$ cat src/rtl/cpu_axi_pkg.sv
// rtl/cpu_axi_pkg.sv - shared types and constants for the SRAM-to-AXI bridge
package cpu_axi_pkg;

  typedef enum logic [2:0] {
    ST_IDLE,
    ST_AR,
    ST_R,
    ST_AWW,
    ST_B,
    ST_DONE
  } bridge_state_e;

  localparam logic [3:0] ARID_INST = 4'd0;
  localparam logic [3:0] ARID_DATA = 4'd1;

  // every AXI transfer is a single 4-byte beat
  localparam int XFER_BYTES = 4;

endpackage

$ cat src/rtl/sram_axi_arb.sv
// rtl/sram_axi_arb.sv - fixed-priority grant between data and instruction ports
module sram_axi_arb (
  input  logic enable,
  input  logic inst_req,
  input  logic data_req,
  output logic inst_gnt,
  output logic data_gnt
);

  // data port always wins; nothing is granted unless the bridge is idle
  assign data_gnt = enable & data_req;
  assign inst_gnt = enable & inst_req & ~data_req;

endmodule

$ cat src/rtl/sram_axi_bridge.sv
// rtl/sram_axi_bridge.sv - single-outstanding SRAM-style to AXI bridge
module sram_axi_bridge
  import cpu_axi_pkg::*;
#(
  parameter int ADDR_W = 32,
  parameter int DATA_W = 32
) (
  input  logic                  clk,
  input  logic                  resetn,
  input  logic                  inst_req,
  input  logic [ADDR_W-1:0]     inst_addr,
  output logic                  inst_addr_ok,
  output logic                  inst_data_ok,
  output logic [DATA_W-1:0]     inst_rdata,
  input  logic                  data_req,
  input  logic                  data_wr,
  input  logic [XFER_BYTES-1:0] data_wstrb,
  input  logic [ADDR_W-1:0]     data_addr,
  input  logic [DATA_W-1:0]     data_wdata,
  output logic                  data_addr_ok,
  output logic                  data_data_ok,
  output logic [DATA_W-1:0]     data_rdata,
  output logic [3:0]            arid,
  output logic [ADDR_W-1:0]     araddr,
  output logic                  arvalid,
  input  logic                  arready,
  input  logic [DATA_W-1:0]     rdata,
  input  logic                  rvalid,
  output logic                  rready,
  output logic [ADDR_W-1:0]     awaddr,
  output logic                  awvalid,
  output logic [DATA_W-1:0]     wdata,
  output logic [XFER_BYTES-1:0] wstrb,
  output logic                  wvalid,
  input  logic                  awready,
  input  logic                  wready,
  input  logic                  bvalid,
  output logic                  bready
);

  bridge_state_e state, state_nxt;

  logic                  idle;
  logic                  inst_gnt, data_gnt;
  logic [ADDR_W-1:0]     addr_q;
  logic [DATA_W-1:0]     wdata_q;
  logic [XFER_BYTES-1:0] wstrb_q;
  logic                  wr_q;
  logic                  port_data_q;
  logic                  aw_done, w_done;
  logic                  aw_all, w_all;
  logic [DATA_W-1:0]     inst_rdata_q, data_rdata_q;

  // gating with resetn keeps addr_ok low while reset is held
  assign idle = (state == ST_IDLE) && resetn;

  sram_axi_arb u_arb (
    .enable   (idle),
    .inst_req (inst_req),
    .data_req (data_req),
    .inst_gnt (inst_gnt),
    .data_gnt (data_gnt)
  );

  assign inst_addr_ok = inst_gnt;
  assign data_addr_ok = data_gnt;

  assign arid   = port_data_q ? ARID_DATA : ARID_INST;
  assign araddr = addr_q;
  assign awaddr = addr_q;
  assign wdata  = wdata_q;
  assign wstrb  = wstrb_q;

  assign inst_rdata = inst_rdata_q;
  assign data_rdata = data_rdata_q;

  // a handshake is complete if it happened earlier or is happening this cycle
  assign aw_all = aw_done | awready;
  assign w_all  = w_done | wready;

  // state register
  always_ff @(posedge clk or negedge resetn) begin
    if (!resetn) state <= ST_IDLE;
    else         state <= state_nxt;
  end

  // next-state and channel control
  always_comb begin
    state_nxt    = state;
    arvalid      = 1'b0;
    rready       = 1'b0;
    awvalid      = 1'b0;
    wvalid       = 1'b0;
    bready       = 1'b0;
    inst_data_ok = 1'b0;
    data_data_ok = 1'b0;
    case (state)
      ST_IDLE: begin
        if (data_gnt)      state_nxt = data_wr ? ST_AWW : ST_AR;
        else if (inst_gnt) state_nxt = ST_AR;
      end
      ST_AR: begin
        arvalid = 1'b1;
        if (arready) state_nxt = ST_R;
      end
      ST_R: begin
        rready = 1'b1;
        if (rvalid) state_nxt = ST_DONE;
      end
      ST_AWW: begin
        awvalid = ~aw_done;
        wvalid  = ~w_done;
        if (aw_all && w_all) state_nxt = ST_B;
      end
      ST_B: begin
        bready = 1'b1;
        if (bvalid) state_nxt = ST_DONE;
      end
      ST_DONE: begin
        inst_data_ok = ~port_data_q;
        data_data_ok = port_data_q;
        state_nxt    = ST_IDLE;
      end
      default: state_nxt = ST_IDLE;
    endcase
  end

  // capture the granted request so the AXI side sees stable values
  always_ff @(posedge clk or negedge resetn) begin
    if (!resetn) begin
      addr_q      <= '0;
      wdata_q     <= '0;
      wstrb_q     <= '0;
      wr_q        <= 1'b0;
      port_data_q <= 1'b0;
    end else if (inst_gnt || data_gnt) begin
      addr_q      <= data_gnt ? data_addr : inst_addr;
      wdata_q     <= data_wdata;
      wstrb_q     <= data_wstrb;
      wr_q        <= data_gnt & data_wr;
      port_data_q <= data_gnt;
    end
  end

  // track address and data handshakes of a write independently
  always_ff @(posedge clk or negedge resetn) begin
    if (!resetn) begin
      aw_done <= 1'b0;
      w_done  <= 1'b0;
    end else if (state == ST_AWW) begin
      if (aw_all && w_all) begin
        aw_done <= 1'b0;
        w_done  <= 1'b0;
      end else begin
        aw_done <= aw_all;
        w_done  <= w_all;
      end
    end
  end

  // read data is held per port until that port's next read returns
  always_ff @(posedge clk or negedge resetn) begin
    if (!resetn) begin
      inst_rdata_q <= '0;
      data_rdata_q <= '0;
    end else if (state == ST_R && rvalid && !wr_q) begin
      if (port_data_q) data_rdata_q <= rdata;
      else             inst_rdata_q <= rdata;
    end
  end

endmodule

$ cat config.mk
export PLATFORM = sky130hd
export DESIGN_NAME = sram_axi_bridge
export DESIGN_NICKNAME = d
export VERILOG_FILES = /design/src/rtl/cpu_axi_pkg.sv /design/src/rtl/sram_axi_arb.sv /design/src/rtl/sram_axi_bridge.sv
export SDC_FILE = /design/constraint.sdc
export NUM_CORES = 1
export LEC_CHECK = 0
export ABC_AREA = 1
export CORE_UTILIZATION = 40
export DETAILED_ROUTE_END_ITERATION = 8
export GPL_ROUTABILITY_DRIVEN = 0
export GPL_TIMING_DRIVEN = 0
export PLACE_DENSITY_LB_ADDON = 0.08
export RECOVER_POWER = 50
export REMOVE_ABC_BUFFERS = 1
export SYNTH_ARGS = -nofsm -noshare
export SYNTH_HDL_FRONTEND = slang
export SYNTH_SLANG_ARGS = --single-unit
$ cat constraint.sdc
create_clock -name clk -period 2.2 [get_ports clk]
set_input_delay 0.66 -clock clk [delete_from_list [all_inputs] [get_ports clk]]
set_output_delay 0.66 -clock clk [all_outputs]
set_load 0.01 [all_outputs]
## After elaboration in Yosys (flattened, before gate mapping)

Index checks and enable logic that the tools add are counted.

- Input port bits: 142
- Output and inout port bits: 177
- Bits in registers: 139
- Logic and storage cells: 59

- Bitwise logic cells: 10
- Reductions and logical operators: 10
- Multiplexer cells: 19
- Equal/unequal tests: 10

Operator list:

| operator | number |
|---|---|
| $mux W32 | 1 |
| $mux W3 | 6 |
| $pmux W3 S5 | 1 |
| $mux W1 | 10 |
| $ne A2 B2 Y1 const B | 4 |
| $eq A3 B2 Y1 const B | 2 |
| $eq A3 B3 Y1 const B | 2 |
| $reduce_and A5 Y1 | 1 |
| $and A1 B1 Y1 | 4 |
| $logic_and A1 B1 Y1 | 4 |
| $not A1 Y1 | 4 |
| $reduce_and A2 Y1 | 2 |
| $eq A3 B1 Y1 const B | 1 |
| $logic_not A3 Y1 | 1 |
| $ne A3 B3 Y1 const B | 1 |
| $mux W2 | 1 |
| $or A1 B1 Y1 | 2 |
| $logic_not A1 Y1 | 1 |
| $logic_or A1 B1 Y1 | 1 |

## Longest topological paths before layout

Gate-level depths: netlist (run 1).

- Depth after elaboration: 7
- Depth in mapped cells: 9
- Gate-level depth less buffers: 9

## Modules after synthesis

A second synthesis (run 1) with hierarchy kept.

- Cell total of the unflattened synthesis: 670
- Area, all modules: 6190.9 um^2

By module, submodules not included:

| module | sequential area each (um^2) | area each (um^2) | times used | cells each |
|---|---|---|---|---|
| sram_axi_bridge | 3478.3 | 6173.4 | 1 | 666 |
| sram_axi_arb | 0.0 | 17.5 | 1 | 4 |

## Least setup slack after synthesis (run 1)

OpenSTA, ideal clock, no wires.

- Path type: input to output
- From: input port inst_req
- To: output port inst_addr_ok
- Arrival: 1.270 ns
- Path slack: 0.270 ns
- Stages on the path: 5
- Required time: 1.540 ns
- Path buffers: 1
- Cell sequence: inv_1 -> nor2_1 -> nand4_2 -> buf_2 -> inv_1

- Cells in the longest elaborated chain, start to end: 2

Ends and longest elaborated chain:

| what | RTL line | source |
|---|---|---|
| start: declaration | sram_axi_bridge.sv:10 | `input logic inst_req,` |
| $and A1 B1 Y1 (2 in series) | sram_axi_arb.sv:12 | `assign inst_gnt = enable & inst_req & ~data_req;` |
| end: declaration | sram_axi_bridge.sv:12 | `output logic inst_addr_ok,` |

No other way between the ends.

## Worst setup path after layout (run 1)

- From: register state[0]
- To: output port bready

- Cells in the longest elaborated chain, start to end: 2

Ends and longest elaborated chain:

| what | RTL line | source |
|---|---|---|
| start: declaration | sram_axi_bridge.sv:41 | `bridge_state_e state, state_nxt;` |
| start signal: assignment | sram_axi_bridge.sv:84 | `else state <= state_nxt;` |
| $eq A3 B3 Y1 | sram_axi_bridge.sv:97 | `case (state)` |
| $mux W1 | sram_axi_bridge.sv:97 |  |
| end: declaration | sram_axi_bridge.sv:38 | `output logic bready` |

No other way between the ends.

==> results.md, run 1 <==
Routing:
- The final routed wire length divided by cell count is 16.2 um.
- The count of vias placed by the detailed router is 5926.
- The total wire length is just over 20 mm.
- The number of nets still failing antenna checks after routing is 0.
- The post-detailed-route DRC marker count is 0.
- The ratio of routed vias to standard cells is 4.69.
- For this block, the initial DRC count from the detailed router was between 300 and 400.
- The number of detailed-routing iterations run before antenna repair is 4.

Logic synthesis:
- Dividing the synthesized area by the synthesized cell count gives 8.38 um2.
- By area, the combinational part of the netlist is dominated by simple AND/OR/NAND/NOR gates.
- The area fraction in and, or, nand and nor cells after synthesis is 23.3%.
- During synthesis, Yosys emitted a total of 0 warnings.
- The share of async-settable or async-resettable flops after synthesis is between 90% and 100%.
- The post-synthesis share of cell area spent on xor and xnor gates is 0%.
- The number of different library cells used by synthesis comes to 23.
- The portion of synthesized area spent on multiplexers is 0%.
- The top flip-flop cell by instance count after synthesis is sky130_fd_sc_hd__dfrtp_1.
- After Yosys synthesis, full adders, half adders and majority gates account for 0% of the synthesized area.
- In this run the cell area of the synthesized design comes to approximately 0.0063 mm2.
- Summing the sequential cell areas from Yosys gives a little under three fifths of the chip area.
- The count of flip-flops with a built-in enable after synthesis is 0.
- Summing the areas of all compound-gate instances in the mapped netlist gives 8.15% of the synthesized area.
- Synthesis produced 747 cells.
- The flip-flop and latch count after synthesis is 139.

Timing:
- Across the routed clock network, the largest skew measured is around 0.0066 ns.
- The worst pin sits at a relative slew slack of 60.2%.
- Static timing analysis puts the maximum clock frequency at ~470 MHz.
- The clock period could shrink to 2.13 ns.
- The worst-margin pin slew is 0.595 ns.
- The share of the cycle needed by the critical path after routing is 96.7%.
- The final-report setup violation count is 0.
- The number of slew-limit violations in the final report came to 0.
- Adding up every negative setup slack in the final design gives 0 ns.
- The count of final hold-check violations is 0.
- Setup repair after global routing could not meet its margin everywhere.

Global routing:
- The total overflow reported by the global router is 0.
- Global routing used 24.8% of the available tracks across all layers.
- Entering global routing, the biggest net connects 73 pins.
- The number of global-route vias before repair is 5666.
- The initial antenna violation count is 0.
- The first global-routing pass estimated 30.4 mm of wire.

Worst setup path:
- The reg-to-reg critical path startpoint is state[0].
- The worst-case register-to-register setup slack is 0.12 ns.
- The biggest cell delay along the critical path is 0.45 ns.
- The data arrival at the endpoint of the critical path is 1.47 ns.
- The number of cells on the critical path is 6.
- The cell with the biggest individual delay on the critical path is sky130_fd_sc_hd__dfrtp_2.
- STA classifies the critical path startpoint as a register.
- Walking the worst path, the cells encountered are nor2_4 -> buf_4 -> buf_4 -> nand2_1 -> inv_1 -> buf_6.
- The setup path with the least slack is of type register to output port.
- The capture instance of the worst register-to-register path is araddr[31].
- The required time of the critical path is 1.54 ns.
- The sort of element at the end of the critical path is an output port.
- In this run the worst path has a maximum fanout of 3.
- The worst register-to-register path has a depth of 9.
- The number of buffer and inverter stages on the critical path is 4.
- Among the stages of the critical path, the cell type that occurs most often is sky130_fd_sc_hd__buf_4.
- Grouping stages by cell kind, the critical path spends the most delay in flip-flops.

Flow run:
- Max-cap violations in this run came to 0.

CTS:
- TritonCTS built the clock tree.
- The clock root buffer master is sky130_fd_sc_hd__clkbuf_16.
- The buffer levels on the longest clock path is 2.
- The clock sink count is 139.
- The number of buffers added by the clock tree synthesis step is 17.
- The H-tree was split into 4 levels.
- The clock network latency to the later pin of the worst-skew pair is 0.42 ns.
- The clock edge transition at the registers on the reported setup and hold paths is around 0.05 ns.

Floorplanning:
- Pin placement for this block handled 319 I/O pins.
- The area of the placeable core is 0.0153 mm2.
- In this run the horizontal extent of the chip is 127 um.
- The die covers 0.0162 mm2.
- The number of standard-cell rows in the floorplan is 45.
- The die is 127 um tall.
- The starting density of the core is 41.0%.

Cells and area:
- The most common cell after layout, fill and taps aside is sky130_fd_sc_hd__clkdlybuf4s50_1.
- The number of fill cells in the layout is 1242.
- The finished cells cover 0.0104 mm2.
- Of the cells placed in the final design, the portion with a size suffix greater than 1 is about a tenth.
- In the layout the commonest cells are sky130_fd_sc_hd__clkdlybuf4s50_1, sky130_fd_sc_hd__nand2_1, sky130_fd_sc_hd__dfrtp_1, sky130_fd_sc_hd__inv_1, sky130_fd_sc_hd__nand3_1.
- The net total in the final layout is about 1200.
- The number of diodes is 0.
- The area growth from synthesis to layout is 65.5%.

Min path:
- The classification of the worst-slack hold path is input port to async pin.

Pwr:
- VDD sags by at most 629 uV.
- The static leakage is ~5.1 nW.
- In this run the power density over the cells is 1360 mW/mm2.

Placed design:
- The count of port buffers added during placement is 315.
- The area of placed instances is 0.00929 mm2.
- The final HPWL from detailed placement is 12.3 mm.

Run status:
- The run finished with clean final reports.
[power breakdown]
group,internal [mW],switching (mW)
registers,3.69,0.757
clock network,2.25,1.08
logic,3.44,2.84
[flip-flops by register name (all words and copies together) (netlist names)]
| name | cells |
|---|---|
| wr_q | 1 |
| port_data_q | 1 |
| wstrb | 4 |
| wdata | 32 |
| data_rdata | 32 |
| aw_done | 1 |
| inst_rdata | 32 |
| araddr | 32 |
| state | 3 |
| w_done | 1 |
[repair_timing]
action / CTS / global route
buffers inserted: 22 / 1
resized for setup: 57 / 10
setup endpoints to repair: 80 / 80
pin swaps: 7 / 8
hold buffers: 0 / 0
cloned: 6 / 3
[logic make-up after synthesis]
| logic type | Yosys count |
|---|---|
| AOI/OAI and AO/OA | 102 |
| buffers and inverters | 160 |
| DFF | 139 |
| and+or+nand+nor | 345 |
| other | 1 |
[worst max path at each step]
stage,from,endpoint
2_1_floorplan,data_req,araddr[0]
3_3_place_gp,resetn,araddr[6]
3_5_place_dp,resetn,wdata[28]
4_1_cts,state[0],inst_addr_ok
5_1_grt,state[0],bready
6_report,state[0],bready
[area by class of cell]
type                            count  area (um2)  area share [%]
Sequential cell                   139        3480            33.6
Inverter                           82         312            3.01
Clock inverter                     11         211            2.04
Multi-Input combinational cell    456        2130            20.5
Tap cell                          211         264            2.55
Timing Repair Buffer              344        3490            33.6
Clock buffer                       21         480            4.64
[through the flow]
stage               setup slack (ns)  power [mW]  instances  hold WS [ns]  util (%)
floorplan                      -1.81        6.62        671         0.364         -
global placement              -11.50        10.2       1197         0.470      60.2
detailed placement             -1.69        10.3       1201         0.477      60.9
CTS                          -0.0713        14.0       1261        0.0874      67.6
global route                 -0.0178        14.9       1264        0.0916      67.9
finish                        0.0724        14.1       1264        0.0988      67.9
[metal layers]
| layer | GRT usage, % | part of all wire [%] | up-vias |
|---|---|---|---|
| li1 | - | - | 2907 |
| met1 | 29.2 | 41 | 2779 |
| met2 | 42.0 | 50 | 223 |
| met3 | 8.29 | 7.6 | 17 |
| met4 | 9.24 | 1.6 | 0 |
| met5 | 0 | 0 | - |
[Yosys cell counts (2+ instances only)]
cell / number / area (um2)
sky130_fd_sc_hd__nor2_1: 9 / 33.8
sky130_fd_sc_hd__clkbuf_1: 5 / 18.8
sky130_fd_sc_hd__a21oi_1: 2 / 10.0
sky130_fd_sc_hd__buf_4: 41 / 308
sky130_fd_sc_hd__buf_6: 3 / 33.8
sky130_fd_sc_hd__buf_2: 27 / 135
sky130_fd_sc_hd__dfrtp_1: 139 / 3480
sky130_fd_sc_hd__buf_1: 2 / 7.51
sky130_fd_sc_hd__inv_1: 80 / 300
sky130_fd_sc_hd__nand4_1: 2 / 12.5
sky130_fd_sc_hd__nand3_1: 75 / 375
sky130_fd_sc_hd__o21ai_0: 36 / 180
sky130_fd_sc_hd__inv_2: 2 / 7.51
sky130_fd_sc_hd__nand4_2: 2 / 25.0
sky130_fd_sc_hd__o21ai_1: 64 / 320
sky130_fd_sc_hd__nand3_4: 2 / 35.0
sky130_fd_sc_hd__nand2_1: 249 / 935
sky130_fd_sc_hd__nor2_2: 2 / 12.5
Note: power is estimated with default switching activity, not from simulation.
==> run 2, diff against run 1 <==
--- a/config.mk
+++ b/config.mk
@@ -16,3 +16,4 @@
 export SYNTH_ARGS = -nofsm -noshare
 export SYNTH_HDL_FRONTEND = slang
 export SYNTH_SLANG_ARGS = --single-unit
+export TNS_END_PERCENT = 5
==> results.md, run 2 (synthesis results as in run 1) <==
Run status:
- The flow ran to the end, but the final reports show violations.
- The final reports fail on max-capacitance violations, max-slew violations, negative setup slack.

CTS:
- The number of buffers added by the clock tree synthesis step was 17 (unchanged).
- The clock network latency to the later pin of the worst-skew pair is 0.42 ns (about the same).
- The number of buffers inserted by hold repair at cts came to 0 (unchanged).
- The TritonCTS clock tree is done.
- The clock root buffer master is sky130_fd_sc_hd__clkbuf_16.
- The clock edge transition at the registers on the reported setup and hold paths was 0.05 ns (about the same).
- The buffer levels on the longest clock path is 2 (unchanged).
- The clock sink count came to 139 (unchanged).
- The depth of the CTS H-tree came to 4 (unchanged).

Timing:
- The worst-margin pin slew is 1.89 ns (+1.29 ns).
- The largest clock skew in the final design is 0.00606 ns (-0.000525 ns).
- The tightest slew margin relative to the limit is -25.7% (-86 points).
- The number of slew-limit violations in the final report was 37 (+37).
- The shortest clock period the worst path allows after layout came to 2.24 ns (+0.114 ns).
- The fmax came to 446 MHz (-5.1%).
- Setup repair after global routing could not meet its margin everywhere.
- The final worst setup slack was -0.0412 ns (-0.114 ns).
- The count of final hold-check violations is 0 (unchanged).
- The final-report setup violation count is 2 (+2).
- The share of the cycle needed by the critical path after routing is 102% (+5.2 points).

Routing:
- The count of vias placed by the detailed router is 5893 (-0.56%).
- The first-iteration detailed-routing DRC count is 406 (+23%).
- The ratio of routed vias to standard cells is 4.68 (-0.16%).
- The total wire length is 20.1 mm (-1.7%).
- The number of detailed-routing iterations run before antenna repair is 4 (unchanged).
- The number of nets still failing antenna checks after routing came to 0 (unchanged).
- The post-detailed-route DRC marker count is 0 (unchanged).
- The final routed wire length divided by cell count is 16.0 um (-1.3%).

Placed design:
- The total instance count after detailed placement is 1201 (unchanged).
- The final HPWL from detailed placement was 12.3 mm (unchanged).
- The count of port buffers added during placement is 315 (unchanged).
- The area of placed instances was 0.00929 mm2 (unchanged).

Worst setup path:
- The signal on the critical path passes through nor2_4 -> buf_4 -> buf_6 -> nand2_1 -> inv_1 -> buf_4.
- The kind of start point of the critical path is a register.
- The cell with the biggest individual delay on the critical path is sky130_fd_sc_hd__dfrtp_2.
- The number of buffer and inverter stages on the critical path is 4 (unchanged).
- The data arrival at the endpoint of the critical path was 1.58 ns (+0.11 ns).
- The type of the worst setup path is register to output port.
- The worst register-to-register path ends at wdata[7].
- The worst register-to-register path begins at state[2].
- Among cell families on the critical path, the largest total delay comes from flip-flops.
- The depth of the worst register-to-register path is 8 (-1).
- The sort of element at the end of the critical path is an output port.
- The worst-case register-to-register setup slack is 0.13 ns (about the same).
- The maximum fanout encountered on the critical timing path is 5 (+2).
- The biggest cell delay along the critical path is 0.46 ns (about the same).
- The required time of the critical path is 1.54 ns (about the same).
- The cell with the most instances on the worst path is sky130_fd_sc_hd__buf_4.

Cells and area:
- The most common cell after layout, fill and taps aside is sky130_fd_sc_hd__nand2_1.
- The post-layout instance count excluding filler cells is 1259 (-0.40%).
- Leaving out fill and tap cells, the most frequent cells in the layout are sky130_fd_sc_hd__nand2_1, sky130_fd_sc_hd__clkdlybuf4s50_1, sky130_fd_sc_hd__dfrtp_1, sky130_fd_sc_hd__inv_1, sky130_fd_sc_hd__nand3_1.
- The final cell area excluding filler cells came to 0.0103 mm2 (-0.88%).
- The post-layout utilization of the core is 67.3% (-0.60 points).
- The fraction of layout instances using a drive strength above 1 came to 8.97% (-0.53 points).
- The number of diodes is 0 (unchanged).
- The net total in the final layout came to 1177 (-0.42%).
- The layout-stage area growth over the synthesis result is 64.0%.

Floorplanning:
- The count of boundary I/O pins is 319 (unchanged).
- The starting density of the core is 41.0% (unchanged).
- The number of standard-cell rows in the floorplan was 45 (unchanged).
- The die height is 127 um (unchanged).
- The horizontal die dimension was 127 um (unchanged).
- The area of the placeable core is 0.0153 mm2 (unchanged).
- The die area is 0.0162 mm2 (unchanged).

Pwr:
- The worst vdd rail ir drop is 613 uV (-2.5%).
- The power per cell area came to 1340 mW/mm2 (-1.5%).
- The static leakage is 5.16 nW (+1.5%).

Global routing:
- The number of global-route vias before repair is 5623 (-0.76%).
- The largest net degree at the start of global routing was 73 (unchanged).
- The total overflow reported by the global router was 0 (unchanged).
- The overall track demand over capacity in global routing is 24.7% (-0.064 points).
- The initial antenna violation count is 0 (unchanged).
- The wire length of the first global-routing pass is 30.3 mm (-0.30%).

Min path:
- The min-delay analysis places its worst path in the category input port to async pin.

Flow run:
- The number of max-cap violations came to 1 (+1).
run 2: worst register-to-register path, delay by kind of cell, from the launching register on:
family	cells	cell delay, ns
buffers and inverters	4	0.94
DFF	1	0.43
and+or+nand+nor	4	0.58
run 2: repair_timing:
action	CTS	global route
pin swaps	4	4
endpoints found under the setup margin	80	140
resized for setup	49	15
setup buffers	14	5
cloned	6	2
run 2: layout make-up:
class                           count  area (um2)
Inverter                           82         312
Fill cell                        1252        4990
Multi-Input combinational cell    455        2110
Timing Repair Buffer              340        3410
Clock inverter                     11         211
Sequential cell                   139        3480
Clock buffer                       21         480
Tap cell                          211         264
run 2: power by group:
part | leakage (nW) | switching, mW | internal (mW)
clock | 0.339 | 1.09 | 2.25
sequential | 1.76 | 0.742 | 3.68
combinational | 3.06 | 2.79 | 3.18
run 2: per-layer routing:
layer | vias to the layer above | track usage (%) | part of all wire, %
met3 | 29 | 8.29 | 7.7
met4 | 0 | 10.2 | 2.5
met5 | - | 0 | 0
met2 | 227 | 41.2 | 49
li1 | 2899 | - | -
met1 | 2738 | 29.4 | 41
run 2: stage by stage:
| stage | TNS, ns | hold slack [ns] | power (mW) | setup slack [ns] |
|---|---|---|---|---|
| floorplan | -129.12 | 0.364 | 6.62 | -1.81 |
| global placement | -1617.22 | 0.470 | 10.2 | -11.50 |
| detailed placement | -139.62 | 0.477 | 10.3 | -1.69 |
| CTS | -0.196 | 0.0874 | 13.9 | -0.104 |
| global route | -2.07 | 0.0858 | 14.5 | -0.114 |
| finish | -0.0695 | 0.0920 | 13.7 | -0.0412 |
run 2: worst max-delay path by stage:
stage / cells after the start / start / endpoint / slack, ns
floorplan: 4 / data_req / araddr[0] / -1.81
global placement: 5 / resetn / araddr[6] / -11.50
detailed placement: 7 / resetn / wdata[28] / -1.69
CTS: 6 / state[0] / wvalid / -0.10
global route: 6 / state[1] / bready / -0.11
finish: 6 / state[1] / bready / -0.04
